**src/rtl/i2c_pkg.sv**
```systemverilog
// rtl/i2c_pkg.sv - shared types and constants for the I2C target
// Contents:
//   i2c_state_e  4-bit FSM state encoding (0..7)
//   RW_READ/RW_WRITE  address-byte R/W bit values
//   ACK/NACK  bus level of the acknowledge bit
//   maj3  three-input majority vote used by the optional line filter
package i2c_pkg;

  typedef enum logic [3:0] {
    ST_IDLE      = 4'd0,
    ST_ADDR      = 4'd1,
    ST_ADDR_ACK  = 4'd2,
    ST_RX_DATA   = 4'd3,
    ST_RX_ACK    = 4'd4,
    ST_TX_DATA   = 4'd5,
    ST_TX_ACK    = 4'd6,
    ST_WAIT_STOP = 4'd7
  } i2c_state_e;

  localparam logic RW_READ  = 1'b1;
  localparam logic RW_WRITE = 1'b0;
  localparam logic ACK      = 1'b0;
  localparam logic NACK     = 1'b1;

  function automatic logic maj3(input logic a, input logic b, input logic c);
    return (a & b) | (a & c) | (b & c);
  endfunction

endpackage

```
**src/rtl/i2c_line_sync.sv**
```systemverilog
// rtl/i2c_line_sync.sv - SCL/SDA synchronizer, optional glitch filter, edge and START/STOP detect
// Ports:
//   clk, rst        system clock, synchronous active-low reset
//   scl_in, sda_in  raw bus lines
//   scl_rise/scl_fall  one-cycle SCL edge strobes
//   start_det/stop_det one-cycle START/STOP strobes
//   sda_s           conditioned SDA level
// Macro I2C_SLAVE_GLITCH_FILTER_EN adds a 3-sample majority filter after the synchronizer.
module i2c_line_sync
  import i2c_pkg::*;
#(
  parameter int SYNC_STAGES = 2
) (
  input  logic clk,
  input  logic rst,
  input  logic scl_in,
  input  logic sda_in,
  output logic scl_rise,
  output logic scl_fall,
  output logic start_det,
  output logic stop_det,
  output logic sda_s
);

  logic [SYNC_STAGES-1:0] scl_sync_q;
  logic [SYNC_STAGES-1:0] sda_sync_q;
  logic                   scl_c;
  logic                   sda_c;
  logic                   scl_prev_q;
  logic                   sda_prev_q;

  // Reset to the idle bus level so no phantom edge appears after reset.
  always_ff @(posedge clk) begin
    if (!rst) begin
      scl_sync_q <= '1;
      sda_sync_q <= '1;
    end else begin
      scl_sync_q <= {scl_sync_q[SYNC_STAGES-2:0], scl_in};
      sda_sync_q <= {sda_sync_q[SYNC_STAGES-2:0], sda_in};
    end
  end

`ifdef I2C_SLAVE_GLITCH_FILTER_EN
  logic [1:0] scl_win_q;
  logic [1:0] sda_win_q;
  logic       scl_filt_q;
  logic       sda_filt_q;

  // Vote over the current synced sample and the two before it: a level
  // present for a single clk never wins the majority.
  always_ff @(posedge clk) begin
    if (!rst) begin
      scl_win_q  <= 2'b11;
      sda_win_q  <= 2'b11;
      scl_filt_q <= 1'b1;
      sda_filt_q <= 1'b1;
    end else begin
      scl_win_q  <= {scl_win_q[0], scl_sync_q[SYNC_STAGES-1]};
      sda_win_q  <= {sda_win_q[0], sda_sync_q[SYNC_STAGES-1]};
      scl_filt_q <= maj3(scl_sync_q[SYNC_STAGES-1], scl_win_q[0], scl_win_q[1]);
      sda_filt_q <= maj3(sda_sync_q[SYNC_STAGES-1], sda_win_q[0], sda_win_q[1]);
    end
  end

  assign scl_c = scl_filt_q;
  assign sda_c = sda_filt_q;
`else
  assign scl_c = scl_sync_q[SYNC_STAGES-1];
  assign sda_c = sda_sync_q[SYNC_STAGES-1];
`endif

  always_ff @(posedge clk) begin
    if (!rst) begin
      scl_prev_q <= 1'b1;
      sda_prev_q <= 1'b1;
    end else begin
      scl_prev_q <= scl_c;
      sda_prev_q <= sda_c;
    end
  end

  assign scl_rise  = scl_c & ~scl_prev_q;
  assign scl_fall  = ~scl_c & scl_prev_q;
  // SDA may only change while SCL is low; a change with SCL held high is a bus condition.
  assign start_det = scl_c & scl_prev_q & sda_prev_q & ~sda_c;
  assign stop_det  = scl_c & scl_prev_q & ~sda_prev_q & sda_c;
  assign sda_s     = sda_c;

endmodule

```
**src/rtl/i2c_slave.sv**
```systemverilog
// rtl/i2c_slave.sv - fixed-address I2C target with byte rx/tx ports, no clock stretching
// Ports:
//   clk, rst           system clock (>= 8x SCL), synchronous active-low reset
//   scl_in, sda_in     raw bus lines
//   sda_out            open-drain drive, 0 = pull low, 1 = release
//   rx_data/rx_valid   last written byte and its one-cycle strobe
//   tx_data/tx_ack     byte for the next read and its one-cycle latch strobe
//   addressed          high from matching address ACK until STOP/START
//   state              current FSM state
// Macro I2C_SLAVE_GLITCH_FILTER_EN enables the line glitch filter in i2c_line_sync.
module i2c_slave
  import i2c_pkg::*;
#(
  parameter logic [6:0] SLAVE_ADDR  = 7'h2D,
  parameter int         SYNC_STAGES = 2
) (
  input  logic       clk,
  input  logic       rst,
  input  logic       scl_in,
  input  logic       sda_in,
  output logic       sda_out,
  output logic [7:0] rx_data,
  output logic       rx_valid,
  input  logic [7:0] tx_data,
  output logic       tx_ack,
  output logic       addressed,
  output logic [3:0] state
);

  logic scl_rise, scl_fall, start_det, stop_det, sda_s;

  i2c_line_sync #(.SYNC_STAGES(SYNC_STAGES)) u_line_sync (
    .clk       (clk),
    .rst       (rst),
    .scl_in    (scl_in),
    .sda_in    (sda_in),
    .scl_rise  (scl_rise),
    .scl_fall  (scl_fall),
    .start_det (start_det),
    .stop_det  (stop_det),
    .sda_s     (sda_s)
  );

  i2c_state_e state_q;
  logic [2:0] bit_cnt_q;
  logic [7:0] shift_q;
  logic       byte_done_q;   // 8th rise seen, waiting for the fall that opens the ACK slot
  logic       mack_q;        // master's ACK bit after a read byte
  logic       sda_out_q;
  logic [7:0] rx_data_q;
  logic       rx_valid_q;
  logic       tx_ack_q;
  logic       addressed_q;

  logic [7:0] shift_d;
  logic [2:0] bit_cnt_d;
  logic       byte_end;

  assign shift_d   = {shift_q[6:0], sda_s};
  assign bit_cnt_d = bit_cnt_q + 3'd1;
  assign byte_end  = (bit_cnt_q == 3'd7);

  always_ff @(posedge clk) begin
    if (!rst) begin
      state_q     <= ST_IDLE;
      bit_cnt_q   <= 3'd0;
      shift_q     <= 8'h00;
      byte_done_q <= 1'b0;
      mack_q      <= NACK;
      sda_out_q   <= 1'b1;
      rx_data_q   <= 8'h00;
      rx_valid_q  <= 1'b0;
      tx_ack_q    <= 1'b0;
      addressed_q <= 1'b0;
    end else begin
      rx_valid_q <= 1'b0;
      tx_ack_q   <= 1'b0;
      if (start_det) begin
        state_q     <= ST_ADDR;
        bit_cnt_q   <= 3'd0;
        shift_q     <= 8'h00;
        byte_done_q <= 1'b0;
        sda_out_q   <= 1'b1;
        addressed_q <= 1'b0;
      end else if (stop_det) begin
        state_q     <= ST_IDLE;
        byte_done_q <= 1'b0;
        sda_out_q   <= 1'b1;
        addressed_q <= 1'b0;
      end else begin
        case (state_q)
          ST_IDLE: ;
          ST_ADDR: begin
            if (scl_rise && !byte_done_q) begin
              shift_q   <= shift_d;
              bit_cnt_q <= bit_cnt_d;
              if (byte_end) begin
                if (shift_d[7:1] == SLAVE_ADDR) byte_done_q <= 1'b1;
                else                            state_q     <= ST_WAIT_STOP;
              end
            end else if (scl_fall && byte_done_q) begin
              byte_done_q <= 1'b0;
              sda_out_q   <= ACK;
              addressed_q <= 1'b1;
              state_q     <= ST_ADDR_ACK;
            end
          end
          ST_ADDR_ACK: begin
            if (scl_fall) begin
              bit_cnt_q <= 3'd0;
              if (shift_q[0] == RW_READ) begin
                shift_q   <= tx_data;
                sda_out_q <= tx_data[7];
                tx_ack_q  <= 1'b1;
                state_q   <= ST_TX_DATA;
              end else begin
                sda_out_q <= 1'b1;
                state_q   <= ST_RX_DATA;
              end
            end
          end
          ST_RX_DATA: begin
            if (scl_rise && !byte_done_q) begin
              shift_q   <= shift_d;
              bit_cnt_q <= bit_cnt_d;
              if (byte_end) begin
                rx_data_q   <= shift_d;
                rx_valid_q  <= 1'b1;
                byte_done_q <= 1'b1;
              end
            end else if (scl_fall && byte_done_q) begin
              byte_done_q <= 1'b0;
              sda_out_q   <= ACK;
              state_q     <= ST_RX_ACK;
            end
          end
          ST_RX_ACK: begin
            if (scl_fall) begin
              sda_out_q <= 1'b1;
              bit_cnt_q <= 3'd0;
              state_q   <= ST_RX_DATA;
            end
          end
          ST_TX_DATA: begin
            // Bit 7 is already on the bus; each fall presents the next bit
            // until bit 0 has had its clock, then the line is freed for the ACK.
            if (scl_fall) begin
              if (byte_end) begin
                sda_out_q <= 1'b1;
                bit_cnt_q <= 3'd0;
                state_q   <= ST_TX_ACK;
              end else begin
                shift_q   <= {shift_q[6:0], shift_q[7]};
                sda_out_q <= shift_q[6];
                bit_cnt_q <= bit_cnt_d;
              end
            end
          end
          ST_TX_ACK: begin
            if (scl_rise) begin
              mack_q <= sda_s;
            end else if (scl_fall) begin
              bit_cnt_q <= 3'd0;
              if (mack_q == ACK) begin
                shift_q   <= tx_data;
                sda_out_q <= tx_data[7];
                tx_ack_q  <= 1'b1;
                state_q   <= ST_TX_DATA;
              end else begin
                sda_out_q <= 1'b1;
                state_q   <= ST_WAIT_STOP;
              end
            end
          end
          ST_WAIT_STOP: sda_out_q <= 1'b1;
          default: begin
            sda_out_q <= 1'b1;
            state_q   <= ST_IDLE;
          end
        endcase
      end
    end
  end

  assign sda_out   = sda_out_q;
  assign rx_data   = rx_data_q;
  assign rx_valid  = rx_valid_q;
  assign tx_ack    = tx_ack_q;
  assign addressed = addressed_q;
  assign state     = state_q;

endmodule

```
**config.mk**
```make
export PLATFORM = sky130hd
export DESIGN_NAME = i2c_slave
export DESIGN_NICKNAME = d
export VERILOG_FILES = /design/src/rtl/i2c_pkg.sv /design/src/rtl/i2c_line_sync.sv /design/src/rtl/i2c_slave.sv
export SDC_FILE = /design/constraint.sdc
export NUM_CORES = 1
export LEC_CHECK = 0
export ABC_CLOCK_PERIOD_IN_PS = 5500
export BUFFER_PORTS_ARGS = -buffer_cell sky130_fd_sc_hd__buf_2
export CORE_UTILIZATION = 30
export CTS_CLUSTER_DIAMETER = 40
export DETAILED_ROUTE_END_ITERATION = 6
export SLEW_MARGIN = 20
export SYNTH_ARGS = -nofsm -noshare
export SYNTH_HDL_FRONTEND = slang
export SYNTH_SLANG_ARGS = --single-unit
```
**constraint.sdc**
```tcl
create_clock -name clk -period 5.5 [get_ports clk]
set_input_delay 0.55 -clock clk [delete_from_list [all_inputs] [get_ports clk]]
set_output_delay 0.55 -clock clk [all_outputs]
set_load 0.05 [all_outputs]
```
==> results.cfg <==
[outcome]
outcome = finished, final reports clean

[clock_tree]
cts.hold.buffers_added = 0
cts_buffers = 5
clock_latency_ns = 0.29
post_cts_resized = 0
cts_root_buf = clkbuf_8
h-tree-depth = 2
cts_setup_buffers = 0
clock_sinks = 34
cts_tree = yes
cts.path.max_buffers = 2
cts.clk_slew.worst_paths_ns = 0.07

[logic_synthesis]
synth_fp_nets = 210
synth-compound-area-share_pct = 22.7
seq_area_frac_synth_pct = 40.0
synth_cell_types = 49
async_reset_ff_share_pct = 0
synth_flop_cell = dfxtp_1
netlist_instances = 196
syn_avg_cell_area_um2 = 8.68
yosys_warnings = 0
synth-xor-area-share_pct = 0.515
synth-simple-area-share_pct = 23.0
ys_ff_latch = 34
yosys.area_share.adder_pct = 1.47
synthMuxAreaShare_pct = 7.06
netlist_area_um2 = 1700
synth_edf_count = 0
synth_top_family_by_area = simple AND/OR/NAND/NOR gates

[power_and_ir_drop]
pwr-share-seq_pct = 45.3
swShare_pct = 30.4
peakVddDrop_v = 0.000140
comb_power_share_pct = 18.0
power_density_nw_per_um2 = 319
p_leak_nw = 0.771
total_power_mw = 0.629
intPower_mw = 0.438
p_clk_share_pct = 36.6
switching_power_mw = 0.191

[placement]
placed_cell_area_um2 = 1860
dp.cells = 282
pre_cts_ws_ns = 3.18
globalplace.congestion = 0.888
io_buffers = 26
dp_hpwl_um = 2860

[floorplanning]
io_pins = 28
start_util_pct = 31.1
die-area_um2 = 5970
fp.dieW_um = 77.3
rows = 27
die_y_um = 77.3
core_um2 = 5470

[cells_and_area]
area_growth_pct = 15.9
final_area_um2 = 1970
final_util_pct = 36.0
nets = 231
drive_gt1_share_pct = 17.4
layout_commonest_cell = dfxtp_1
layoutNonFillerInstCount = 290
n_fill_cell = 586
layout_common_cells = 34 x dfxtp_1, 26 x buf_2, 24 x nor2_1
num_antenna_cells = 0

[timing]
fin_hold_ws_ns = 0.409
hold_viol_final = 0
setup_ws_ns = 3.12
fin_crit_sh_pct = 43.2
setup_viol = 0
fin_skew_ns = 0.00486
timing.setup.tns_ns = 0
tightest_slew_ns = 0.749
timing.fmax_ghz = 0.420
drv_slew = 0
max-slew-margin-rel_pct = 49.7
period_minus_slack_ns = 2.38
rsz0062_at_grt = false

[routing]
drc = 0
vias = 1489
drtPass1Iterations = 4
drtIter0Drc = 145
wl_per_cell_um = 13.8
drt_wl_total_um = 4010
routed_via_density = 5.13
postRouteAntennaNets = 0

[global_routing]
grt_pass1_vias = 1315
grt_start_max_net_pins = 23
overflow = 0
antenna_found_initial = 0
grt_use_total_pct = 14.0
grt_pass1_wl_um = 6580

[worst_setup_path]
end_kind = flip-flop
path_cells = nor2b_1 -> a21boi_2 -> nor4_4 -> nor2_1 -> a211oi_1
crit_buf_inv = 0
cp_slowest_cell = dfxtp_1
cp-start-kind = flip-flop
cp.required_ns = 5.70
cp.arrival_ns = 2.58
crit_path_max_incr_delay_ns = 0.73
cpLargestDelayFamily = simple AND/OR/NAND/NOR gates
path_max_fanout = 19
setup.worst_path.class = flip-flop to flip-flop

[worst_hold_path]
hp-class = flip-flop to flip-flop

[job]
max_cap_viol_count = 0
cell type report:
type / count / area, um2 / share of cell area [%]
Multi-Input combinational cell: 143 / 933 / 47.4
Sequential cell: 34 / 681 / 34.5
Timing Repair Buffer: 26 / 130 / 6.60
Tap cell: 72 / 90.1 / 4.57
Clock buffer: 6 / 72.6 / 3.68
Clock inverter: 2 / 37.5 / 1.90
Inverter: 7 / 26.3 / 1.33
synthesized netlist by cell type, types with 2 or more instances:
master | number | area (um2)
dfxtp_1 | 34 | 681
nor2_1 | 24 | 90.1
a21oi_1 | 12 | 60.1
mux2i_1 | 12 | 120
o21ai_0 | 9 | 45.0
nand2b_1 | 8 | 50.1
nor2b_1 | 8 | 50.1
a211oi_1 | 7 | 52.6
a22oi_1 | 7 | 52.6
nand2_1 | 7 | 26.3
inv_1 | 6 | 22.5
clkbuf_1 | 5 | 18.8
nand3_1 | 4 | 20.0
nor3_1 | 4 | 20.0
buf_2 | 3 | 15.0
buf_4 | 3 | 22.5
nand4b_1 | 3 | 26.3
o21a_1 | 3 | 22.5
a31oi_1 | 2 | 12.5
a41oi_1 | 2 | 17.5
ha_1 | 2 | 25.0
nor3b_1 | 2 | 15.0
o22ai_1 | 2 | 12.5
o31ai_1 | 2 | 15.0
worst reg2reg max path, cell delays in order (launching register included):
cell and delay [ns]:
dfxtp_1 0.73, nor2b_1 0.28, a21boi_2 0.25, nor4_4 0.71, nor2_1 0.10, a211oi_1 0.23
cells by family (layout without fill, tap and decap cells):
logic type,Yosys count,in the layout
and+or+nand+nor,70,70
other,1,1
DFF,34,34
muxes,12,12
adders and majority gates,2,2
AOI/OAI and AO/OA,57,57
xor gates and xnor gates,1,1
buffers and inverters,19,41
power groups by stage:
| stage | combinational [mW] | clock [mW] | sequential [mW] |
|---|---|---|---|
| final | 0.113 | 0.230 | 0.285 |
| after global routing | 0.125 | 0.246 | 0.288 |
| after CTS | 0.112 | 0.235 | 0.285 |
| after detailed placement | 0.112 | 0 | 0.290 |
| after global placement | 0.112 | 0 | 0.290 |
| after floorplan | 0.0915 | 0 | 0.285 |
routing by layer:
layer	vias to the layer above	routed length, um	global-route usage (%)
met4	0	111	5.66
met5	-	0	0
met3	12	166	4.17
met1	682	2000	19.2
met2	46	1730	20.3
li1	749	-	-
final timing paths:
check	start	endpoint	slack (ns)	depth (start not counted)
worst max-delay path	state[0]	shift_q[3]	3.12	5
worst min-delay path	u_line_sync.scl_sync_q[0]	u_line_sync.scl_sync_q[1]	0.41	1
worst max register to register	state[0]	shift_q[3]	3.12	5
worst min register to register	u_line_sync.scl_sync_q[0]	u_line_sync.scl_sync_q[1]	0.41	1
flip-flops by register name, summed over array words and instances (netlist names), 2 cells and up:
signal / count
bit_cnt_q: 3
shift_q: 8
state: 3
rx_data: 8
u_line_sync.scl_sync_q: 2
u_line_sync.sda_sync_q: 2
Power figures use the tool's default switching activity.
